--- src/rtl/systolic_operand_feeder.sv ---
// systolic_operand_feeder: skews unskewed A-column/B-row wavefronts onto the
// west/north edges of an N x N systolic MAC array, drives the per-diagonal
// accumulator-clear (push) lines and pulses tile_done once every PE holds
// its final dot product.
// Optional build macro SYSTOLIC_FEEDER_FLUSH_EN: after the last beat of a
// tile the feeder stalls input for 2N-1 cycles so tiles never overlap.

// One skew lane: an input stage followed by DEPTH delay stages.
module systolic_feeder_lane #(
  parameter int DEPTH = 0
) (
  input  logic       clk,
  input  logic       reset_n,
  input  logic       vld,
  input  logic [7:0] din,
  output logic [7:0] dout,
  output logic       nz
);

  logic [DEPTH:0][7:0] pipe;

  // Stage 0 captures the accepted operand (0 on a bubble); later stages delay it.
  always_ff @(posedge clk or negedge reset_n) begin
    if (!reset_n) begin
      pipe <= '0;
    end else begin
      pipe[0] <= vld ? din : 8'h00;
      for (int s = 1; s <= DEPTH; s++) pipe[s] <= pipe[s-1];
    end
  end

  assign dout = pipe[DEPTH];
  assign nz   = |pipe;

endmodule

module systolic_operand_feeder #(
  parameter int N  = 4,
  parameter int KW = 8
) (
  input  logic           clk,
  input  logic           reset_n,
  input  logic           in_valid,
  output logic           in_ready,
  input  logic [8*N-1:0] a_in,
  input  logic [8*N-1:0] b_in,
  input  logic [KW-1:0]  k_len,
  output logic [8*N-1:0] a_out,
  output logic [8*N-1:0] b_out,
  output logic [2*N-2:0] push_out,
  output logic           tile_done,
  output logic           busy
);

  localparam int D = 2*N-1;  // number of anti-diagonals

`ifdef SYSTOLIC_FEEDER_FLUSH_EN
  typedef enum logic [1:0] {IDLE, STREAM, FLUSH} state_t;
  localparam state_t TILE_END = FLUSH;
`else
  typedef enum logic [1:0] {IDLE, STREAM} state_t;
  localparam state_t TILE_END = IDLE;
`endif

  state_t        state_q, state_d;
  logic [KW-1:0] k_q, k_d, cnt_q, cnt_d;
  logic          accept, beat0, last_beat;
  logic [D-1:0]  push_q;
  logic [D:0]    done_q;   // last-beat flag; bit D lands one cycle after PE(N-1,N-1) consumes it
  logic [N-1:0]  a_nz, b_nz;

  // Tile sequencing: beat counting, last-beat detection and input handshake.
  always_comb begin
    state_d   = state_q;
    k_d       = k_q;
    cnt_d     = cnt_q;
    beat0     = 1'b0;
    last_beat = 1'b0;
    in_ready  = reset_n;
`ifdef SYSTOLIC_FEEDER_FLUSH_EN
    if (state_q == FLUSH) in_ready = 1'b0;
`endif
    accept = in_valid & in_ready;
    case (state_q)
      IDLE: begin
        if (accept) begin
          beat0 = 1'b1;
          k_d   = (k_len == '0) ? KW'(1) : k_len;
          cnt_d = KW'(1);
          if (k_d > KW'(1)) begin
            state_d = STREAM;
          end else begin
            last_beat = 1'b1;
            state_d   = TILE_END;
          end
        end
      end
      STREAM: begin
        if (accept) begin
          cnt_d = cnt_q + KW'(1);
          if (cnt_q == k_q - KW'(1)) begin
            last_beat = 1'b1;
            state_d   = TILE_END;
          end
        end
      end
`ifdef SYSTOLIC_FEEDER_FLUSH_EN
      // Leave so that the cycle tile_done is high already accepts again.
      FLUSH: if (done_q[D-1]) state_d = IDLE;
`endif
      default: state_d = IDLE;
    endcase
  end

  // FSM state, latched tile depth and beat counter.
  always_ff @(posedge clk or negedge reset_n) begin
    if (!reset_n) begin
      state_q <= IDLE;
      k_q     <= '0;
      cnt_q   <= '0;
    end else begin
      state_q <= state_d;
      k_q     <= k_d;
      cnt_q   <= cnt_d;
    end
  end

  // Push and done flags travel alongside the skewed data.
  always_ff @(posedge clk or negedge reset_n) begin
    if (!reset_n) begin
      push_q <= '0;
      done_q <= '0;
    end else begin
      push_q <= {push_q[D-2:0], beat0};
      done_q <= {done_q[D-1:0], last_beat};
    end
  end

  for (genvar i = 0; i < N; i++) begin : g_lane
    systolic_feeder_lane #(.DEPTH(i)) u_a (
      .clk(clk), .reset_n(reset_n), .vld(accept),
      .din(a_in[8*i +: 8]), .dout(a_out[8*i +: 8]), .nz(a_nz[i])
    );
    systolic_feeder_lane #(.DEPTH(i)) u_b (
      .clk(clk), .reset_n(reset_n), .vld(accept),
      .din(b_in[8*i +: 8]), .dout(b_out[8*i +: 8]), .nz(b_nz[i])
    );
  end

  assign push_out  = push_q;
  assign tile_done = done_q[D];
  assign busy      = (state_q != IDLE) | (|push_q) | (|done_q) | (|a_nz) | (|b_nz);

endmodule
--- config.mk ---
export PLATFORM = sky130hd
export DESIGN_NAME = systolic_operand_feeder
export DESIGN_NICKNAME = d
export VERILOG_FILES = /design/src/rtl/systolic_operand_feeder.sv
export SDC_FILE = /design/constraint.sdc
export NUM_CORES = 1
export LEC_CHECK = 0
export BUFFER_PORTS_ARGS = -buffer_cell sky130_fd_sc_hd__buf_2
export CAP_MARGIN = 10
export CORE_UTILIZATION = 48
export CTS_BUF_LIST = sky130_fd_sc_hd__clkbuf_4 sky130_fd_sc_hd__clkbuf_8 sky130_fd_sc_hd__clkbuf_16
export CTS_CLUSTER_SIZE = 10
export DETAILED_ROUTE_END_ITERATION = 10
export PLACE_DENSITY = 0.81
export SLEW_MARGIN = 5
export SYNTH_ARGS = -nofsm -noshare
export SYNTH_HDL_FRONTEND = slang
export SYNTH_SLANG_ARGS = --single-unit
--- constraint.sdc ---
create_clock -name clk -period 2.1 [get_ports clk]
set_input_delay 0.105 -clock clk [delete_from_list [all_inputs] [get_ports clk]]
set_output_delay 0.105 -clock clk [all_outputs]
set_load 0.03 [all_outputs]
After elaboration in Yosys (flattened, before gate mapping)
Cells that the tools add are included.
W data, S select, Z words.

storage, ports and cells
  register bits = 193
  bits in latches = 0
  bits in writable memories = 0
  memory bits (read-only) = 0
  input port bits = 75
  memories kept = 0

operators by class
  add/subtract/negate cells = 2
  multiply operators = 0
  divide/modulo/power cells = 0
  $lt $le $gt $ge = 1
  equality and inequality tests = 5
  shift operators = 0
  muxes and demuxes = 24
  bitwise operators = 5
  reductions and logical operators = 11

operator list
  operator               number
  $reduce_or A80 Y1      2
  $mux W8                11
  $pmux W8 S2            1
  $add A8 B1 Y8 const B  1
  $eq A8 B8 Y1           1
  $gt A8 B1 Y1 const B   1
  $logic_not A8 Y1       1
  $reduce_or A8 Y1       1
  $sub A8 B1 Y8 const B  1
  $mux W1                7
  $reduce_or A7 Y1       1
  $mux W2                3
  $reduce_and A3 Y1      2
  $ne A2 B1 Y1 const B   2
  $or A1 B1 Y1           4
  $pmux W2 S2            1
  $reduce_bool A2 Y1     2
  $eq A2 B1 Y1 const B   1
  $logic_not A2 Y1       1
  $ne A2 B2 Y1 const B   1
  $pmux W1 S2            1
  $reduce_and A2 Y1      1
  $and A1 B1 Y1          1

Depth between registers and ports, before layout
Gate-level depths: netlist (run 1).

  word-level depth = 6
  gate-level depth with buffers = 7

Modules after synthesis
Synthesis (run 1) repeated with hierarchy kept, for this count alone.

second synthesis, totals
  cell total of the unflattened synthesis = 450
  area, all modules = 6557.5 um^2

modules (own cells, without submodules)
  module                                    instances  cells each  area an instance (um^2)  seq. area each (um^2)
  systolic_feeder_lane (g_lane[3].u_a ...)  2          59          985.9                    800.8
  systolic_feeder_lane (g_lane[2].u_a ...)  2          48          762.0                    600.6
  systolic_operand_feeder                   1          124         1445.1                   800.8
  systolic_feeder_lane (g_lane[1].u_a ...)  2          37          541.8                    400.4
  systolic_feeder_lane (g_lane[0].u_a ...)  2          19          266.5                    200.2

Worst setup path after synthesis (run 1)
No wires, ideal clock.

  kind = register to register
  from = reg k_q[0]
  to = reg done_q[0]
  data arrival time = 2.213 ns
  required time = 2.035 ns
  path slack = -0.179 ns
  stages on the path, launching flop included = 8
  period minus slack after synthesis = 2.279 ns
  path through = dfrtp_1 > inv_1 > ha_1 > or3b_4 > or4_4 > a21bo_1 > a2111oi_2 > o22a_1

between the ends
  longest elaborated chain between the ends = 5

RTL lines
  element                 line  RTL
  from (decl)             66    logic [KW-1:0] k_q, k_d, cnt_q, cnt_d;
  from (signal assigned)  123   k_q <= k_d;
  $sub A8 B1 Y8           101   if (cnt_q == k_q - KW'(1)) begin
  $eq A8 B8 Y1            101
  $mux W1                 101
  $mux W1                 99    if (accept) begin
  $pmux W1 S2             84    case (state_q)
  named net last_beat     67    logic accept, beat0, last_beat;
  to (signal assigned)    135   done_q <= {done_q[D-1:0], last_beat};
  to (decl)               69    logic [D:0] done_q;

The timed path passes the listed nets, and every way through them passes these cells.
A chain may end at the register's enable or synchronous reset.

Worst setup path after layout (run 1)
  from = reg g_lane[1].u_a.pipe, in the netlist g_lane[1].u_a.dout[7]
  to = out busy

between the ends
  longest elaborated chain between the ends = 3

RTL lines
  element                    line  RTL
  from (decl)                20    logic [DEPTH:0][7:0] pipe;
  $reduce_or A80 Y1          152   assign busy = (state_q != IDLE) | (|push_q) | (|done_q) | (|a_nz) | (|b_nz);
  $or A1 B1 Y1 (2 in a row)  152
  to (decl)                  52    output logic busy

No other way between the ends.

==> results.py, run 1 <==
metrics = {
    "grt": {
        "largest_net_degree_at_the_start_of_global_routing": 219,
        "grt_first_pass_wirelength_um": 24400,
        "grt_antenna_before_repair": 1,
        "grt_util_all_layers_pct": 23.4,
        "grt-ovfl-total": 0,
        "grt_pass1_vias": 4583,
    },
    "timing": {
        "period_minus_slack_ns": 2.19,
        "max_slew_vio_count": 0,
        "final_ws_setup_ns": -0.0873,
        "share_of_the_clock_period_used_by_the_worst_path_pct": 104,
        "max_slew_margin_pct": 62.8,
        "worst-slew-pin-transition_ns": 0.558,
        "fmaxAchievable_mhz": 457,
        "fin_skew_ns": 0.00875,
        "rsz0062_at_grt": "true",
        "hold_violations": 0,
        "finalSetupViolCount": 3,
    },
    "worst_setup_path": {
        "path_class": "flip-flop to output port",
        "regToRegSetupSlack_ns": -0.07,
        "timing.critical_path.fanout_max": 2,
        "critical_path_required_ns": 2.00,
        "worst-r2r-cell-count": 7,
        "cp-end-kind": "output port",
        "setup.worst_path.start_class": "flip-flop",
        "worst_r2r_startpoint": "k_q[1]",
        "endpoint_of_the_most_critical_register_to_register_path": "state_q[0]",
        "critical_path_arrival_ns": 2.08,
    },
    "final_layout": {
        "utilization_pct": 65.2,
        "most_frequent_cells_in_the_layout": "sky130_fd_sc_hd__dfrtp_1, sky130_fd_sc_hd__buf_2, sky130_fd_sc_hd__dlygate4sd3_1",
        "area_growth_syn_to_layout_pct": 31.8,
        "commonest_non_fill_non_tap_cell_in_the_layout": "sky130_fd_sc_hd__dfrtp_1",
        "drive_gt1_share_pct": 32.1,
        "diodes": 0,
        "net_count_of_the_finished_layout": 734,
        "final_cells": 846,
        "nFillCells": 911,
        "final_cell_area_um2": 8660,
    },
    "synthesis": {
        "syn-cell-area_um2": 6570,
        "fraction_of_registers_with_async_set_reset_pct": 100,
        "synth_seq_cells": 192,
        "syn_avg_cell_area_um2": 14.0,
        "synthDominantAreaCellType": "sky130_fd_sc_hd__dfrtp_1",
        "synth_fp_nets": 545,
        "yosysUniqueCellTypes": 34,
        "synth_top_cell_area_share_pct": 73.1,
        "synth_area_leaders": "sky130_fd_sc_hd__dfrtp_1, sky130_fd_sc_hd__and3_1, sky130_fd_sc_hd__buf_4",
        "seq_area_frac_synth_pct": 73.1,
        "yosys_warning_total": 0,
        "number_of_standard_cells_after_synthesis": 468,
        "synth-main-ff-cell": "sky130_fd_sc_hd__dfrtp_1",
        "number_of_synthesized_flops_with_an_enable_pin": 0,
    },
    "cts": {
        "cts_max_level": 4,
        "clkTransAtPathRegs_ns": 0.07,
        "clock-sinks": 192,
        "clock-root-buffer": "sky130_fd_sc_hd__clkbuf_16",
        "cts_max_path_buffers": 2,
        "clk-insertion-delay-late_ns": 0.43,
        "cts_buffers": 17,
        "cts_tree": "built",
    },
    "worst_hold_path": {
        "timing.hold.worst.class": "primary input to flip-flop",
        "timing.hold.worst_endpoint": "cnt_q[1]",
        "holdCritStartpoint": "in_valid",
        "hold_depth": 3,
    },
    "placement": {
        "numPlacedInstances": 739,
        "port_buffers": 148,
        "globalplace.congestion": 0.908,
        "area_after_detailed_placement_um2": 7230,
        "dp_hpwl_um": 10200,
        "post-place-ws_ns": -0.120,
    },
    "detailed_routing": {
        "routed_via_density": 5.30,
        "routedWlPerCell_um": 19.0,
        "first_pass_iters": 4,
        "drt.antenna.violating_nets": 0,
        "via_count": 4480,
        "drc": 0,
        "number_of_design_rule_violations_left_by_the_first_detailed_router_iteration": 300,
        "finalWirelength_um": 16100,
    },
    "die": {
        "site_rows": 42,
        "initial_utilization_pct": 49.4,
        "core_region_area_um2": 13300,
        "floorplan.die.height_um": 119,
        "die_w_um": 119,
        "die_area_um2": 14200,
        "ios": 149,
    },
    "run_status": {
        "run_status": "finished with violations",
        "violated_checks": "setup timing",
    },
    "run": {
        "drv_cap": 0,
    },
    "power": {
        "cell_internal_pwr_uw": 6260,
        "p_seq_share_pct": 49.1,
        "leakagePower_uw": 0.00458,
        "combinationalPowerShare_pct": 14.5,
        "power.switching_uw": 2310,
        "vdd.ir_drop.worst_mv": 0.686,
        "p_clk_share_pct": 36.4,
        "report.power.total_uw": 8570,
        "swShare_pct": 27.0,
        "power_density_nw_per_um2": 989,
    },
}
[Yosys cell counts, types with 3 or more instances]
| master | count |
|---|---|
| sky130_fd_sc_hd__dfrtp_1 | 192 |
| sky130_fd_sc_hd__and3_1 | 66 |
| sky130_fd_sc_hd__buf_4 | 49 |
| sky130_fd_sc_hd__nor4_1 | 48 |
| sky130_fd_sc_hd__clkbuf_1 | 16 |
| sky130_fd_sc_hd__nand2_1 | 15 |
| sky130_fd_sc_hd__nand4_1 | 14 |
| sky130_fd_sc_hd__o21ai_0 | 11 |
| sky130_fd_sc_hd__xor2_1 | 8 |
| sky130_fd_sc_hd__inv_1 | 6 |
| sky130_fd_sc_hd__nand3_1 | 5 |
| sky130_fd_sc_hd__mux2_2 | 4 |
| sky130_fd_sc_hd__nor3_1 | 4 |
| sky130_fd_sc_hd__o31ai_1 | 3 |
| sky130_fd_sc_hd__or3_1 | 3 |
[kinds of logic (layout without fill, tap and decap cells)]
kind of cell	count (synthesis)	after routing	synth area share (%)
muxes	4	4	0.686
adders and majority gates	2	2	0.381
buffers and inverters	71	273	6.86
and+or+nand+nor	165	165	15.1
xor gates and xnor gates	10	10	1.33
AOI/OAI and AO/OA	24	24	2.48
DFF	192	192	73.1
[through the flow]
stage,hold slack [ns],TNS [ns]
after global routing,0.132,-0.424
after floorplan,-0.191,-0.107
after global placement,-0.0885,-0.0367
final,0.124,-0.231
after CTS,0.101,-0.257
after detailed placement,-0.0853,-0.233
[routing by layer]
metal	share of wire [%]	vias up	wire length, µm	GRT usage, %
li1	-	2005	-	-
met1	40	2251	6510	27.7
met2	52	190	8350	40.0
met3	4.9	32	794	6.27
met4	2.6	2	416	9.81
met5	0.081	-	13	0
[registers in the layout (all words and copies together) (netlist names)]
register,flops
cnt_q,8
done_q,8
g_lane.u_a.dout,32
g_lane.u_a.pipe,48
g_lane.u_b.dout,32
g_lane.u_b.pipe,48
k_q,8
push_out,7
state_q,1
[how the worst max path moves through the flow]
stage | from | endpoint | depth (start not counted)
CTS | push_out[2] | busy | 5
global placement | k_q[1] | done_q[0] | 7
finish | g_lane[1].u_a.dout[7] | busy | 5
floorplan | k_q[0] | done_q[0] | 7
global route | k_q[1] | state_q[0] | 7
detailed placement | k_q[1] | done_q[0] | 7
[worst max-delay path: stages (launching register included)]
cell	delay, ns
sky130_fd_sc_hd__dfrtp_1	0.38
sky130_fd_sc_hd__nor4_1	0.36
sky130_fd_sc_hd__nand4_1	0.22
sky130_fd_sc_hd__nor4_2	0.36
sky130_fd_sc_hd__nand3_1	0.14
sky130_fd_sc_hd__buf_2	0.20
[power by group through the flow]
stage	combinational (µW)	clock, µW	sequential [µW]
CTS	1230	3150	4200
floorplan	669	0	4240
detailed placement	1080	0	4250
finish	1240	3120	4200
global route	1350	3330	4230
global placement	1040	0	4230
[cell type report]
type / count / area (µm²) / area share [%]
inverter: 6 / 22.5 / 0.260
clock inverter: 12 / 119 / 1.37
clock buffer: 20 / 454 / 5.24
tap: 176 / 220 / 2.54
sequential: 192 / 4800 / 55.5
timing repair buffer: 235 / 1620 / 18.7
multi-input combinational: 205 / 1420 / 16.4
[repair_timing]
item | CTS | global route
setup endpoints to repair | 3 | 4
pin swaps | 0 | 4
cloned | 0 | 1
gates resized for setup | 11 | 5
hold buffers | 73 | 0
setup buffers | 1 | 0
endpoints found under the hold margin | 148 | 0
Power figures use the tool's default switching activity.
==> run 2, diff against run 1 <==
--- a/config.mk
+++ b/config.mk
@@ -15,4 +15,5 @@
 export SLEW_MARGIN = 5
 export SYNTH_ARGS = -nofsm -noshare
 export SYNTH_HDL_FRONTEND = slang
+export SYNTH_HIERARCHICAL = 1
 export SYNTH_SLANG_ARGS = --single-unit
==> run 2 against run 1 <==
  * Final cell count decreased by 1.2%
  * Register-to-register slack improved by 0.29 ns
  * The flow still finishes with violations (setup timing)
  * Total power increased by 1.2%
  * Count of clock-buffer cells in the layout increased by 1
  * Sequential power increased by 1%
  * Via count decreased by 7.9%
  * Sequential share of layout area decreased by 0.31 points
  * Clock power increased by 6.4%
==> results.py, run 2 <==
metrics = {
    "final_layout": {
        "final_cells": 836,
        "diodes": 0,
        "utilization_pct": 65.5,
        "area_growth_syn_to_layout_pct": 32.8,
        "net_count_of_the_finished_layout": 724,
        "drive_gt1_share_pct": 32.4,
        "most_frequent_cells_in_the_layout": "sky130_fd_sc_hd__dfrtp_1, sky130_fd_sc_hd__buf_2, sky130_fd_sc_hd__dlygate4sd3_1",
        "commonest_non_fill_non_tap_cell_in_the_layout": "sky130_fd_sc_hd__dfrtp_1",
        "largest_registers": "g_lane.u_a/pipe: 48 flops, g_lane.u_b/pipe: 48 flops",
        "final_cell_area_um2": 8710,
        "nFillCells": 907,
    },
    "grt": {
        "grt_antenna_before_repair": 0,
        "largest_net_degree_at_the_start_of_global_routing": 194,
        "grt_util_all_layers_pct": 20.5,
        "grt-ovfl-total": 0,
        "grt_first_pass_wirelength_um": 21800,
        "grt_pass1_vias": 4352,
    },
    "detailed_routing": {
        "drt.antenna.violating_nets": 0,
        "number_of_design_rule_violations_left_by_the_first_detailed_router_iteration": 242,
        "via_count": 4128,
        "finalWirelength_um": 13800,
        "routed_via_density": 4.94,
        "drc": 0,
        "first_pass_iters": 4,
        "routedWlPerCell_um": 16.5,
    },
    "power": {
        "power_density_nw_per_um2": 996,
        "leakagePower_uw": 0.00443,
        "vdd.ir_drop.worst_mv": 0.600,
    },
    "placement": {
        "port_buffers": 148,
        "numPlacedInstances": 729,
        "area_after_detailed_placement_um2": 7190,
        "dp_hpwl_um": 8410,
        "globalplace.congestion": 0.802,
    },
    "synthesis": {
        "synth_most_common_cell": "sky130_fd_sc_hd__dfrtp_1",
        "synth_top_cell_area_share_pct": 73.3,
        "fraction_of_registers_with_async_set_reset_pct": 100,
        "number_of_standard_cells_after_synthesis": 450,
        "seq_area_frac_synth_pct": 73.3,
        "synthDominantAreaCellType": "sky130_fd_sc_hd__dfrtp_1",
        "synth_area_leaders": "sky130_fd_sc_hd__dfrtp_1, sky130_fd_sc_hd__and2_1, sky130_fd_sc_hd__buf_4",
        "syn_avg_cell_area_um2": 14.6,
        "synth_seq_cells": 192,
        "number_of_synthesized_flops_with_an_enable_pin": 0,
        "syn-cell-area_um2": 6560,
        "synth-main-ff-cell": "sky130_fd_sc_hd__dfrtp_1",
        "synth_fp_nets": 527,
        "yosys_warning_total": 6,
        "synth.cells.most_frequent": "sky130_fd_sc_hd__dfrtp_1, sky130_fd_sc_hd__and2_1, sky130_fd_sc_hd__buf_4",
        "yosysUniqueCellTypes": 38,
    },
    "die": {
        "initial_utilization_pct": 49.3,
        "core_region_area_um2": 13300,
        "die_w_um": 119,
        "site_rows": 42,
        "die_area_um2": 14100,
        "ios": 149,
        "floorplan.die.height_um": 119,
    },
    "timing": {
        "hold_violations": 0,
        "period_minus_slack_ns": 2.47,
        "finalSetupViolCount": 1,
        "max_slew_vio_count": 0,
        "share_of_the_clock_period_used_by_the_worst_path_pct": 117,
        "fin_setup_tns_ns": -0.366,
        "worst-slew-pin-transition_ns": 0.893,
        "final_ws_setup_ns": -0.366,
        "max_slew_margin_pct": 40.5,
        "rsz0062_at_grt": "true",
        "final.hold.worst_slack_ns": 0.116,
        "fmaxAchievable_mhz": 406,
        "fin_skew_ns": 0.00961,
    },
    "worst_setup_path": {
        "worst_r2r_startpoint": "k_q[0]",
        "cp-end-kind": "output port",
        "path_class": "flip-flop to output port",
        "timing.critical_path.fanout_max": 2,
        "worst-r2r-cell-count": 7,
        "critical_path_arrival_ns": 2.36,
        "regToRegSetupSlack_ns": 0.22,
        "endpoint_of_the_most_critical_register_to_register_path": "done_q[0]",
        "critical_path_required_ns": 2.00,
        "setup.worst_path.start_class": "flip-flop",
    },
    "cts": {
        "clkTransAtPathRegs_ns": 0.06,
        "cts_tree": "built",
        "clk-insertion-delay-late_ns": 0.43,
        "clock-root-buffer": "sky130_fd_sc_hd__clkbuf_16",
        "clock-sinks": 192,
        "cts_buffers": 17,
        "cts_max_path_buffers": 2,
        "cts_max_level": 4,
    },
    "run": {
        "drv_cap": 0,
    },
    "worst_hold_path": {
        "timing.hold.worst.class": "primary input to flip-flop",
        "timing.hold.worst_endpoint": "cnt_q[0]",
        "hold_depth": 4,
        "holdCritStartpoint": "in_valid",
    },
    "run_status": {
        "violated_checks": "setup timing",
        "run_status": "finished with violations",
    },
}
[run 2: cell types whose count changed after synthesis, moves of 8 or more]
cell and change:
sky130_fd_sc_hd__and3_1 -65, sky130_fd_sc_hd__and2_1 +64, sky130_fd_sc_hd__clkbuf_1 -16, sky130_fd_sc_hd__o21ai_0 -9, sky130_fd_sc_hd__o21ai_1 +8
[run 2: cells by family after synthesis]
kind of cell / count (synthesis) / share of synthesized area, %
mux: 6 / 1.03
buf+inv: 55 / 6.24
flops: 192 / 73.3
xor+xnor: 13 / 1.74
fa+ha+maj: 2 / 0.382
compound gates: 17 / 1.68
simple gates: 165 / 15.7
[run 2: per-stage QoR]
step | power (µW) | setup WS [ns]
after global placement | 5200 | -0.118
after CTS | 8700 | -0.449
after detailed placement | 5260 | -0.103
final | 8670 | -0.366
after global routing | 9050 | -0.527
after floorplan | 4930 | 0.387
[run 2: worst max-delay path by stage]
stage / start / to / slack, ns / depth (start not counted)
after floorplan: g_lane[3].u_a/pipe[16] / busy / 0.39 / 6
after global placement: g_lane[3].u_a/dout[1] / busy / -0.12 / 8
after detailed placement: g_lane[3].u_b/dout[5] / busy / -0.10 / 8
after CTS: g_lane[3].u_b/dout[7] / busy / -0.45 / 8
after global routing: g_lane[3].u_b/pipe[16] / busy / -0.53 / 8
final: g_lane[3].u_a/dout[4] / busy / -0.37 / 8
[run 2: area by class of cell]
type	instances	area (µm²)	area share (%)
clock buffer	21	474	5.44
clock inverter	11	153	1.75
inverter	4	15.0	0.172
multi-input combinational	203	1480	17.0
sequential	192	4800	55.2
tap	176	220	2.53
timing repair buffer	229	1570	18.0
[run 2: routing by layer]
layer	up-vias	GRT usage, %	wire length, µm
met5	-	0	0
met4	0	8.31	277
met3	26	5.56	730
met2	138	34.0	7020
met1	2058	25.6	5770
li1	1906	-	-
[run 2: critical path: stages, from the launching register on]
cell and delay, ns:
sky130_fd_sc_hd__dfrtp_1 0.42, sky130_fd_sc_hd__nor4_4 0.33, sky130_fd_sc_hd__nand4_1 0.16, sky130_fd_sc_hd__or2_1 0.27, sky130_fd_sc_hd__nor4_4 0.15, sky130_fd_sc_hd__buf_4 0.15, sky130_fd_sc_hd__and4_4 0.22, sky130_fd_sc_hd__nand3_2 0.07
sky130_fd_sc_hd__buf_6 0.16
[run 2: power breakdown]
group	leakage (µW)	internal (µW)	switching (µW)
logic	0.00156	528	586
clock network	0.000300	1990	1330
registers	0.00257	3970	268
[run 2: repair_timing]
item | CTS | global route
hold endpoints to repair | 181 | 0
gates resized for setup | 10 | 14
setup endpoints to repair | 1 | 2
pin swaps | 7 | 7
buffers inserted | 1 | 1
hold buffers | 73 | 0
